File: src/rtl/freq_meter.sv
// -----------------------------------------------------------------------------
// freq_meter
// Gated-window frequency counter. Rising edges of an asynchronous square wave
// are counted over a window of GATE clk cycles; at the end of each window the
// count is latched and announced with a one-cycle valid pulse.
//
// Parameters:
//   N    - gate-counter width (GATE-1 must fit in N bits)
//   GATE - window length in clk cycles (>= 2)
//   W    - edge counter / result width
//
// Ports:
//   clk    in  1  system clock, rising edge
//   reset  in  1  asynchronous active-low reset
//   en     in  1  measurement enable (synchronous)
//   sig_in in  1  asynchronous signal under test
//   count  out W  edge count of the last completed window
//   valid  out 1  one-cycle pulse when count/ovf update
//   ovf    out 1  last completed window saturated
//   busy   out 1  a window is in progress (state == MEASURE)
// -----------------------------------------------------------------------------
module freq_meter #(
   parameter int N    = 30,
   parameter int GATE = 50000000,
   parameter int W    = 16
) (
   input  logic         clk,
   input  logic         reset,
   input  logic         en,
   input  logic         sig_in,
   output logic [W-1:0] count,
   output logic         valid,
   output logic         ovf,
   output logic         busy
);

   typedef enum logic [1:0] {
      IDLE    = 2'd0,
      MEASURE = 2'd1,
      LATCH   = 2'd2
   } state_t;

   localparam logic [N-1:0] GATE_LAST = N'(GATE - 1);
   localparam logic [W-1:0] CNT_MAX   = {W{1'b1}};

   state_t         r_state;
   state_t         w_next;

   logic           r_s1;
   logic           r_s2;
   logic           r_s3;
   logic           w_edge;
   logic           w_term;

   logic [N-1:0]   r_gate_cnt;
   logic [W-1:0]   r_edge_cnt;
   logic           r_sat;

   logic [W-1:0]   r_count;
   logic           r_valid;
   logic           r_ovf;
   logic           r_busy;

   assign count  = r_count;
   assign valid  = r_valid;
   assign ovf    = r_ovf;
   assign busy   = r_busy;

   // s1/s2 resolve metastability; s3 is history for rising-edge detection
   assign w_edge = r_s2 & ~r_s3;
   assign w_term = (r_gate_cnt == GATE_LAST);

   // ---------------------------------------------------------------- FSM
   always_ff @(posedge clk or negedge reset) begin
      if (!reset) r_state <= IDLE;
      else        r_state <= w_next;
   end

   always_comb begin
      w_next = r_state;
      case (r_state)
         IDLE:    if (en) w_next = MEASURE;
         // abort takes priority over window completion
         MEASURE: if (!en)        w_next = IDLE;
                  else if (w_term) w_next = LATCH;
         LATCH:   w_next = en ? MEASURE : IDLE;
         default: w_next = IDLE;
      endcase
   end

   // ------------------------------------------------------ input path
   always_ff @(posedge clk or negedge reset) begin
      if (!reset) begin
         r_s1 <= 1'b0;
         r_s2 <= 1'b0;
         r_s3 <= 1'b0;
      end else begin
         r_s1 <= sig_in;
         r_s2 <= r_s1;
         r_s3 <= r_s2;
      end
   end

   // ------------------------------------------------------- datapath
   always_ff @(posedge clk or negedge reset) begin
      if (!reset) begin
         r_gate_cnt <= '0;
         r_edge_cnt <= '0;
         r_sat      <= 1'b0;
         r_count    <= '0;
         r_valid    <= 1'b0;
         r_ovf      <= 1'b0;
         r_busy     <= 1'b0;
      end else begin
         r_valid <= 1'b0;
         r_busy  <= (w_next == MEASURE);
         case (r_state)
            MEASURE: begin
               if (!en) begin
                  // partial window is discarded; results stay untouched
                  r_gate_cnt <= '0;
                  r_edge_cnt <= '0;
                  r_sat      <= 1'b0;
               end else begin
                  // hold the gate count in the terminal cycle; LATCH clears it
                  if (!w_term) r_gate_cnt <= r_gate_cnt + 1'b1;
                  if (w_edge) begin
                     if (r_edge_cnt == CNT_MAX) r_sat <= 1'b1;
                     else                      r_edge_cnt <= r_edge_cnt + 1'b1;
                  end
               end
            end
            LATCH: begin
               // edges seen during this cycle are intentionally dropped
               r_count    <= r_edge_cnt;
               r_ovf      <= r_sat;
               r_valid    <= 1'b1;
               r_gate_cnt <= '0;
               r_edge_cnt <= '0;
               r_sat      <= 1'b0;
            end
            default: begin
               r_gate_cnt <= '0;
               r_edge_cnt <= '0;
               r_sat      <= 1'b0;
            end
         endcase
      end
   end

endmodule

File: config.mk
export PLATFORM = sky130hd
export DESIGN_NAME = freq_meter
export DESIGN_NICKNAME = d
export VERILOG_FILES = /design/src/rtl/freq_meter.sv
export SDC_FILE = /design/constraint.sdc
export NUM_CORES = 1
export LEC_CHECK = 0
export ABC_AREA = 1
export CORE_AREA = 4 4 111 113
export CTS_BUF_LIST = sky130_fd_sc_hd__clkbuf_4
export CTS_CLUSTER_SIZE = 16
export DETAILED_ROUTE_END_ITERATION = 8
export DIE_AREA = 0 0 115 117
export PLACE_DENSITY_LB_ADDON = 0.2
export RECOVER_POWER = 100
export SYNTH_ARGS = -nofsm -noshare
export SYNTH_HDL_FRONTEND = slang
export SYNTH_SLANG_ARGS = --single-unit
File: constraint.sdc
create_clock -name clk -period 1.7 [get_ports clk]
set_input_delay 0.17 -clock clk [delete_from_list [all_inputs] [get_ports clk]]
set_output_delay 0.17 -clock clk [all_outputs]
set_load 0.05 [all_outputs]
==> results of run 1 <==
[through the flow]
stage	setup slack (ps)	area (sq um)
after global routing	-52.9	4620
after global placement	9.99	4380
after CTS	6.59	4540
after floorplan	190	3910
final	91.0	4620
after detailed placement	-13.7	4380
[per-layer routing]
metal  vias up  GRT usage (%)  wire, um
met5         -              0         0
li1       1848              -         -
met2        97           26.4      4770
met4         0           4.93       181
met3        20           4.06       465
met1      1679           19.9      4430
[worst register-to-register path: stages (launching register included)]
cell	delay [ps]
dfrtp_1	430
ha_1	210
nand3_2	140
inv_2	140
nand4_1	80
nor2_1	90
nand4_1	220
nand2_1	140
inv_1	50
[cell type report]
cell class                      count  area [sq um]  area share, %
Sequential cell                    71          1780           38.5
Clock buffer                        9          67.6           1.46
Timing Repair Buffer               43           365           7.90
Multi-Input combinational cell    402          1880           40.6
Tap cell                          143           179           3.87
Clock inverter                      5          98.8           2.14
Inverter                           68           255           5.52
[what timing repair did]
item                                    CTS  global route
setup buffers                             0             7
resized for setup                        19            15
endpoints found under the setup margin   19            29
cloned                                    0             0
pin swaps                                 0             3
hold buffers                              1             0
endpoints found under the hold margin    35             0
[cell families (layout without fill, tap and decap cells)]
| family | Yosys count | in the layout |
|---|---|---|
| XOR/XNOR | 2 | 2 |
| buffers and inverters | 77 | 125 |
| flip-flops | 71 | 71 |
| adder cells (fa/ha/maj) | 2 | 2 |
| AND/OR/NAND/NOR | 343 | 343 |
| AO/OA/AOI/OAI | 55 | 55 |
[worst max path at each step]
stage | from | to | slack, ps | depth (start not counted)
after floorplan | r_edge_cnt[0] | r_edge_cnt[10] | 190 | 9
after global placement | r_gate_cnt[0] | r_gate_cnt[8] | 10 | 8
after detailed placement | r_gate_cnt[1] | r_gate_cnt[8] | -10 | 8
after CTS | r_edge_cnt[0] | r_edge_cnt[10] | 7 | 8
after global routing | r_gate_cnt[1] | r_state[0] | -50 | 8
final | r_gate_cnt[1] | r_gate_cnt[7] | 90 | 8
[power breakdown]
part           internal (uW)  switching (uW)  total [uW]
registers               1700            10.3        1710
logic                   47.8             123         171
clock network            722             609        1330
[sequential cells by signal (all words and copies together), names as in the netlist]
signal / count
r_s1: 1
valid: 1
r_sat: 1
ovf: 1
busy: 1
count: 16
r_gate_cnt: 30
r_edge_cnt: 16
r_state: 2
r_s2: 1
r_s3: 1
[layout by cell type (no fill, tap or decap), drive strengths merged, types with 7 or more instances in the layout]
| cell type | instances |
|---|---|
| buf | 17 |
| clkbuf | 14 |
| dfrtp | 71 |
| dlygate4sd2 | 18 |
| nand4 | 15 |
| nand3 | 63 |
| a21oi | 9 |
| inv | 68 |
| or2 | 7 |
| nor3 | 12 |
| o21ai | 46 |
| nand2 | 144 |
| nor2 | 99 |
==> metrics.md, run 1 <==
| Metric | Value |
|---|---|
| Design Power | 3210 uW |
| Final ANT Viol Nets | 0 |
| Worst-path clk slew | between 100 and 150 ps |
| Cell mode on critical path | nand4_1 |
| Yosys top cell by area | dfrtp_1 |
| #FFs+latches synth | 71 |
| Final Core Density | 40.8% |
| Critical path peak fanout | 7 |
| Die W | between 100 and 150 um |
| Final wirelength | 9850 um |
| Clock Tree Root | clkbuf_4 |
| Filler cells | 1174 |
| Area delta synth->final | 18.3% |
| Final max-slew violation count | 0 |
| Final period utilization | 94.6% |
| Outcome | finished clean |
| Maximum number of pins on one net before global-route repair | 37 |
| Number of synthesized flops with an enable pin | 0 |
| Core Rows | 39 |
| Hold_ws | 284 ps |
| Yosys warnings | 0 |
| Area share of the largest cell type after synthesis | 45.5% |
| Crit start category | flop |
| Reg2reg path depth | 8 |
| FFs w/ async S/R, synth | 100% |
| Crit path DAT | 1930 ps |
| Cell Pwr Density | between 600 and 700 mW/mm^2 |
| CP max stage cell | dfrtp_1 |
| Synth Area in Adders | less than 1% |
| First-pass GRT wire length | 16700 um |
| Vias in the first global route | 3485 |
| Initial antenna violation count | 0 |
| # nets final | around 600 |
| Top cells by count, synth | 141 x nand2_1, 92 x nor2_1, 71 x dfrtp_1 |
| Data required, critical path | 2020 ps |
| VDD IR max | 0.542 mV |
| Ratio of cells with drive above 1 in the final layout | 11.2% |
| DRC Markers | 0 |
| Cts bufs inserted | 9 |
| Via count | 3644 |
| I/O pins | 23 |
| MaxCap Viol Count | 0 |
| Core outline area | about 0.011 sq mm |
| Slowest stage delay, CP | 430 ps |
| Area share of xor/xnor cells in the synthesized design | less than 1% |
| GRT Total Usage | 15.7% |
| Rel. slew slack | 37.0% |
| WHS Path Cells | 1 |
| Fmax | just over 0.6 GHz |
| Starting Density | 34.5% |
| Flop-to-flop setup slack | 90 ps |
| Tmin final | 1610 ps |
| CTS tree | done |
| Number of port buffers | 22 |
| Pre-antenna DRT Iters | 5 |
| Synth Area per Inst | between 7 and 8 sq um |
| CP Class | flop to flop |
| # placed instances | 719 |
| Largest family of logic cells by synthesized area | simple AND/OR/NAND/NOR gates |
| Clock Latency Late Sink | 440 ps |
| Worst-margin pin slew | between 900 and 1000 ps |
| Top cells by area, synth | dfrtp_1 45%, nand2_1 14%, nor2_1 8.8% |
| Wire per inst | 13.3 um |
| Synth unique cells | 29 |
| Die Ht | ~120 um |
| Hold_sp | sig_in |
| Htree depth | 3 |
| Mapped Area | 0.00391 sq mm |
| Simple-gate share of the synthesized area | 38.7% |
| Main synth FF type | dfrtp_1 |
| CP Capture Type | flop |
| Post-DP HPWL | 7380 um |
| Final Non-Filler Cells | 741 |
| Via density | 4.92 |
| Clock Tree Buf Depth | 2 |
| Delay-heaviest family, CP | simple AND/OR/NAND/NOR gates |
| Most common cell in the netlist | nand2_1 |
| Syn_nets | 556 |
| Reg-to-reg critical path endpoint | r_gate_cnt[7] |
| Fin. Hold Viols | 0 |
| Cells after Synth | 550 |
| Compound-Gate Fraction of Synth Area | 7.04% |
| Static Leak | 0.00207 uW |
| Routability Congestion | 0.836 |
| Hold endpoint | r_s1 |
| Clock sink count | 71 |
| Critical-path cell list | ha_1 -> nand3_2 -> inv_2 -> nand4_1 -> nor2_1 -> nand4_1 -> nand2_1 -> inv_1 |
| Hold WC Path Type | primary input to flop |
| RSZ-0062 raised after global routing | true |
| FF-to-FF Start | r_gate_cnt[1] |
| Inserted Diodes | 0 |
| Skew final | 18.2 ps |
| Die area | ~0.013 sq mm |
| Setup Viol. Count Final | 0 |
| Mux share of post-synthesis cell area | 0% |
| TNS Setup | 0 ps |
| Initial DRC count | 198 |
| WP buf/inv | 2 |
| Grt total ovfl | 0 |
| Seq/Total Area, Yosys | 45.5% |
(Power assumes the default switching activity.)
==> inputs of run 2 (changes only) <==
--- a/config.mk
+++ b/config.mk
@@ -6,11 +6,13 @@
 export NUM_CORES = 1
 export LEC_CHECK = 0
 export ABC_AREA = 1
-export CORE_AREA = 4 4 111 113
+export CAP_MARGIN = 40
+export CORE_AREA = 3 3 110 112
 export CTS_BUF_LIST = sky130_fd_sc_hd__clkbuf_4
 export CTS_CLUSTER_SIZE = 16
 export DETAILED_ROUTE_END_ITERATION = 8
-export DIE_AREA = 0 0 115 117
+export DIE_AREA = 0 0 113 115
+export GPL_ROUTABILITY_DRIVEN = 0
 export PLACE_DENSITY_LB_ADDON = 0.2
 export RECOVER_POWER = 100
 export SYNTH_ARGS = -nofsm -noshare
==> run 2 against run 1 <==
  * Cell area is 1.2% lower
  * Via count decreased by 0.33%
  * Sequential share of layout area up 0.47 points
  * Non-clock buffer count down 5
  * Critical path depth stayed put
  * Total power shrank 3.3%
==> metrics.md, run 2 (same netlist as run 1, synthesis figures left out) <==
| Metric | Value |
|---|---|
| Worst Setup SP | r_gate_cnt[1] |
| Slowest stage delay, CP | approximately 420 ps |
| Number of port buffers | 22 |
| Fmax | 0.624 GHz |
| Starting Density | between 30 and 40% |
| Rel. slew slack | 45.8% |
| Die Ht | 115 um |
| Crit path DAT | 1920 ps |
| CP max stage cell | dfrtp_1 |
| Flop-to-flop setup slack | 100 ps |
| First-pass GRT wire length | 16800 um |
| Area delta synth->final | 16.9% |
| Ratio of cells with drive above 1 in the final layout | 10.8% |
| Via count | 3632 |
| Initial DRC count | 189 |
| Worst Setup EP | r_gate_cnt[22] |
| Worst-margin pin slew | about 810 ps |
| Cell Pwr Density | between 600 and 700 mW/mm^2 |
| MaxCap Viol Count | 0 |
| VDD IR max | just under 0.7 mV |
| Die W | 113 um |
| Reg-to-reg critical path endpoint | r_gate_cnt[22] |
| Wire per inst | 13.4 um |
| Data required, critical path | 2020 ps |
| Clock Tree Root | clkbuf_4 |
| Filler cells | roughly 1200 |
| Die area | ~0.013 sq mm |
| Hold WC Path Type | primary input to asynchronous set/reset pin |
| Max FFs per register | 30 |
| Core outline area | ~0.011 sq mm |
| Grt total ovfl | 0 |
| Cts bufs inserted | 9 |
| Final period utilization | 94.2% |
| Vias in the first global route | 3505 |
| Skew final | approximately 11 ps |
| I/O pins | 23 |
| Clock Tree Buf Depth | 2 |
| Inserted Diodes | 0 |
| Commonest non-fill, non-tap cells in the layout | 141 x nand2_1, 89 x nor2_1, 68 x dfrtp_1 |
| Fin. Hold Viols | 0 |
| Final ANT Viol Nets | 0 |
| Initial antenna violation count | 0 |
| Largest Register | r_gate_cnt |
| GRT Total Usage | between 15 and 20% |
| Tmin final | 1600 ps |
| Htree depth | 3 |
| Pre-antenna DRT Iters | 5 |
| CP Class | flop to flop |
| TNS Setup | 0 ps |
| Final max-slew violation count | 0 |
| Clock Latency Late Sink | roughly 430 ps |
| Post-DP HPWL | 7520 um |
| Most common cell after layout, fill and taps aside | nand2_1 |
| Worst-path clk slew | 120 ps |
| Core Rows | 39 |
| Setup Viol. Count Final | 0 |
| Maximum number of pins on one net before global-route repair | 34 |
| FF-to-FF Start | r_gate_cnt[1] |
| Reg2reg path depth | 8 |
| Via density | 4.92 |
| Clock sink count | just over 70 |
| Crit start category | flop |
| # placed instances | 719 |
| CTS tree | done |
| CP Capture Type | flop |
| Final wirelength | 9920 um |
| DRC Markers | 0 |
| Outcome | finished clean |
| Final Non-Filler Cells | 738 |
| Static Leak | 0.00203 uW |
| # nets final | 596 |
| Critical-path cell list | ha_2 -> nand3_2 -> nor2_4 -> nand2_1 -> nor2_1 -> nand2_1 -> nor3b_2 -> nor2_1 |
| Critical path peak fanout | 4 |
[run 2: worst min path at each step]
stage | from | endpoint | slack, ps | cells past startpoint
global route | reset | r_gate_cnt[12] | 130 | 2
floorplan | reset | busy | -130 | 0
global placement | reset | count[1] | 90 | 1
detailed placement | reset | count[1] | 90 | 1
CTS | sig_in | r_s1 | 130 | 1
finish | reset | r_edge_cnt[11] | 160 | 2
[run 2: layout make-up]
type,count,area [sq um],share of cell area [%]
Clock buffer,10,75.1,1.64
Clock inverter,6,85.1,1.86
Inverter,68,255,5.59
Multi-Input combinational cell,402,1870,41.0
Sequential cell,71,1780,39.0
Tap cell,143,179,3.92
Timing Repair Buffer,38,319,6.99
[run 2: layer usage]
metal	share of wire (%)	vias up	GRT usage, %
met5	0	-	0
met4	1.4	0	4.89
met3	4.9	15	4.32
met2	50	81	27.6
met1	44	1696	19.8
li1	-	1840	-
[run 2: where the power goes]
part / total (uW) / switching [uW] / internal [uW]
Sequential: 1710 / 9.88 / 1700
Clock: 1230 / 620 / 608
Combinational: 169 / 124 / 45.8
[run 2: what timing repair did]
action                                  CTS  global route
pin swaps                                 0             1
hold buffers                              1             0
gates resized for setup                  19            14
endpoints found under the setup margin   19            30
endpoints found under the hold margin    71             0
buffers inserted                          0             2
[run 2: through the flow]
step	area (sq um)	total power [uW]	utilization [%]	worst slack [ps]	hold slack, ps
detailed placement	4380	1920	38.7	-2.34	92.7
finish	4570	3110	40.3	98.5	164
CTS	4530	3180	40.0	9.46	126
global placement	4380	1920	38.7	16.9	88.1
floorplan	3910	1820	-	190	-126
global route	4570	3280	40.3	-19.9	129
[run 2: worst max-delay path, delay by kind of cell, from the launching register on]
kind | cells | cell delay [ps]
adder cells (fa/ha/maj) | 1 | 210
flip-flops | 1 | 420
AND/OR/NAND/NOR | 7 | 860
==> inputs of run 3 (changes only) <==
--- a/config.mk
+++ b/config.mk
@@ -7,11 +7,11 @@
 export LEC_CHECK = 0
 export ABC_AREA = 1
 export CAP_MARGIN = 40
-export CORE_AREA = 3 3 110 112
+export CORE_AREA = 3 3 99 125
 export CTS_BUF_LIST = sky130_fd_sc_hd__clkbuf_4
 export CTS_CLUSTER_SIZE = 16
 export DETAILED_ROUTE_END_ITERATION = 8
-export DIE_AREA = 0 0 113 115
+export DIE_AREA = 0 0 102 128
 export GPL_ROUTABILITY_DRIVEN = 0
 export PLACE_DENSITY_LB_ADDON = 0.2
 export RECOVER_POWER = 100
==> run 3 against run 2 <==
  * Critical endpoint is now r_edge_cnt[2]
  * Largest cell class unchanged
  * Clock-buffer cell count is 1 lower
  * Total power is 5.1% lower
  * Non-clock buffer count is 4 higher
==> metrics.md, run 3 (same netlist as run 1, synthesis figures left out) <==
| Metric | Value |
|---|---|
| Wire per inst | around 14 um |
| Most common cell after layout, fill and taps aside | nand2_1 |
| Cell Pwr Density | 649 mW/mm^2 |
| Core outline area | roughly 0.011 sq mm |
| Clock Latency Late Sink | 430 ps |
| Crit path DAT | 1950 ps |
| CP Class | flop to flop |
| Maximum number of pins on one net before global-route repair | 39 |
| Finished Cell Area | 0.00455 sq mm |
| Fmax | around 0.6 GHz |
| CP max stage cell | dfrtp_1 |
| Die area | 0.0131 sq mm |
| Flop-to-flop setup slack | about 76 ps |
| Final wirelength | between 10000 and 15000 um |
| DRC Markers | 0 |
| Final period utilization | between 90% and 100% |
| Htree depth | 3 |
| RSZ-0062 raised after global routing | true |
| NetSw | 770 uW |
| WP buf/inv | 0 |
| Gate power share | 5.7% |
| Critical path peak fanout | 15 |
| Crit start category | flop |
| Seq pwr share | 58.0% |
| Critical-path cell list | ha_1 -> nand3_2 -> nor2_4 -> nand4_4 -> nand2_4 -> nand2_4 -> nand3_1 -> o21ai_1 |
| Slowest stage delay, CP | 390 ps |
| Outcome | finished clean |
| CP Capture Type | flop |
| Setup Viol. Count Final | 0 |
| Number of port buffers | 22 |
| Die W | 102 um |
| # placed instances | 715 |
| I/O pins | 23 |
| FF-to-FF Start | r_edge_cnt[0] |
| Worst-margin pin slew | roughly 920 ps |
| Rel. slew slack | 38.3% |
| Clock power frac | 36.3% |
| Register area | 0.00178 sq mm |
| Static Leak | 0.00204 uW |
| Initial DRC count | 153 |
| Area delta synth->final | 16.3% |
| Inserted Diodes | 0 |
| Filler cells | around 1200 |
| Final Non-Filler Cells | 734 |
| First-pass GRT wire length | approximately 17000 um |
| Via count | 3660 |
| Max FFs per register | 30 |
| Vias in the first global route | 3614 |
| Design Power | around 3000 uW |
| Commonest non-fill, non-tap cells in the layout | 141 x nand2_1, 89 x nor2_1, 69 x dfrtp_1 |
| Initial antenna violation count | 0 |
| Area of the multi-input gates | 0.00186 sq mm |
| Delay-heaviest family, CP | simple AND/OR/NAND/NOR gates |
| Ratio of cells with drive above 1 in the final layout | 11.0% |
| Final max-slew violation count | 0 |
| Data required, critical path | 2030 ps |
| Total internal power | 2180 uW |
| Clock sink count | 71 |
| Pre-antenna DRT Iters | 5 |
| MaxCap Viol Count | 0 |
| VDD IR max | between 0.3 and 0.4 mV |
| Post-DP HPWL | 7590 um |
| Fin. Hold Viols | 0 |
| Sw frac | 26.1% |
| Largest Register | r_gate_cnt |
| Core Rows | 43 |
| Cell mode on critical path | nand2_4 |
| Worst Setup SP | r_edge_cnt[0] |
| Die Ht | 128 um |
| Hold_sp | sig_in |
| CTS tree | done |
| Cts bufs inserted | 9 |
| Clock Tree Buf Depth | 2 |
| Tmin final | 1620 ps |
| Via density | between 4 and 5 |
| Hold WC Path Type | primary input to flop |
| Starting Density | 34.9% |
| Skew final | 17.2 ps |
| Area post-placement | 0.00440 sq mm |
| # nets final | 600 |
| Worst-path clk slew | between 100 and 150 ps |
| Grt total ovfl | 0 |
| GRT Total Usage | 16.4% |
| Clock Tree Root | clkbuf_4 |
| Final ANT Viol Nets | 0 |
| Final Core Density | 40.6% |
run 3: cell types whose count changed in the layout (fill, tap and decap cells not counted), moves of 2 or more:
cell	delta
ha_2	-2
ha_1	+2
buf_4	+2
clkbuf_2	+2
clkinv_2	+2
run 3: power groups by stage:
stage / Clock (uW) / Sequential [uW] / Combinational, uW
CTS: 1120 / 1710 / 177
floorplan: 0 / 1760 / 65.8
global placement: 0 / 1740 / 175
finish: 1070 / 1710 / 169
detailed placement: 0 / 1740 / 178
global route: 1190 / 1710 / 189
run 3: what timing repair did:
action / 4_1_cts / 5_1_grt
hold buffers: 1 / 0
setup endpoints to repair: 18 / 30
hold endpoints to repair: 36 / 0
buffers inserted: 0 / 2
resized for setup: 18 / 14
pin swaps: 0 / 2
run 3: metrics by stage:
| stage | TNS, ps | worst slack (ps) | hold slack (ps) |
|---|---|---|---|
| floorplan | 0 | 190 | -126 |
| CTS | 0 | 20.6 | 177 |
| global route | -657 | -48.3 | 305 |
| finish | 0 | 76.4 | 311 |
| detailed placement | 0 | 38.5 | 175 |
| global placement | 0 | 103 | 175 |
run 3: worst paths after layout:
kind                                  end  cells past startpoint
setup / recovery            r_edge_cnt[2]                      8
hold / removal                       r_s1                      1
setup reg to reg            r_edge_cnt[2]                      8
hold reg to reg                      r_s2                      0
max in group asynchronous  r_gate_cnt[29]                      3
min in group asynchronous        count[0]                      2
run 3: final cells by class:
type / count / share of cell area, %
Clock buffer: 9 / 1.49
Clock inverter: 7 / 1.40
Inverter: 68 / 5.67
Multi-Input combinational cell: 402 / 41.0
Sequential cell: 71 / 39.1
Tap cell: 135 / 3.72
Timing Repair Buffer: 42 / 7.60
run 3: routing by layer:
layer,wire [um],up-vias,share of wire [%],GRT usage [%]
li1,-,1858,-,-
met1,4240,1676,42,19.2
met2,4950,96,49,27.9
met3,393,30,3.9,3.38
met4,423,0,4.2,8.26
met5,0,-,0,0
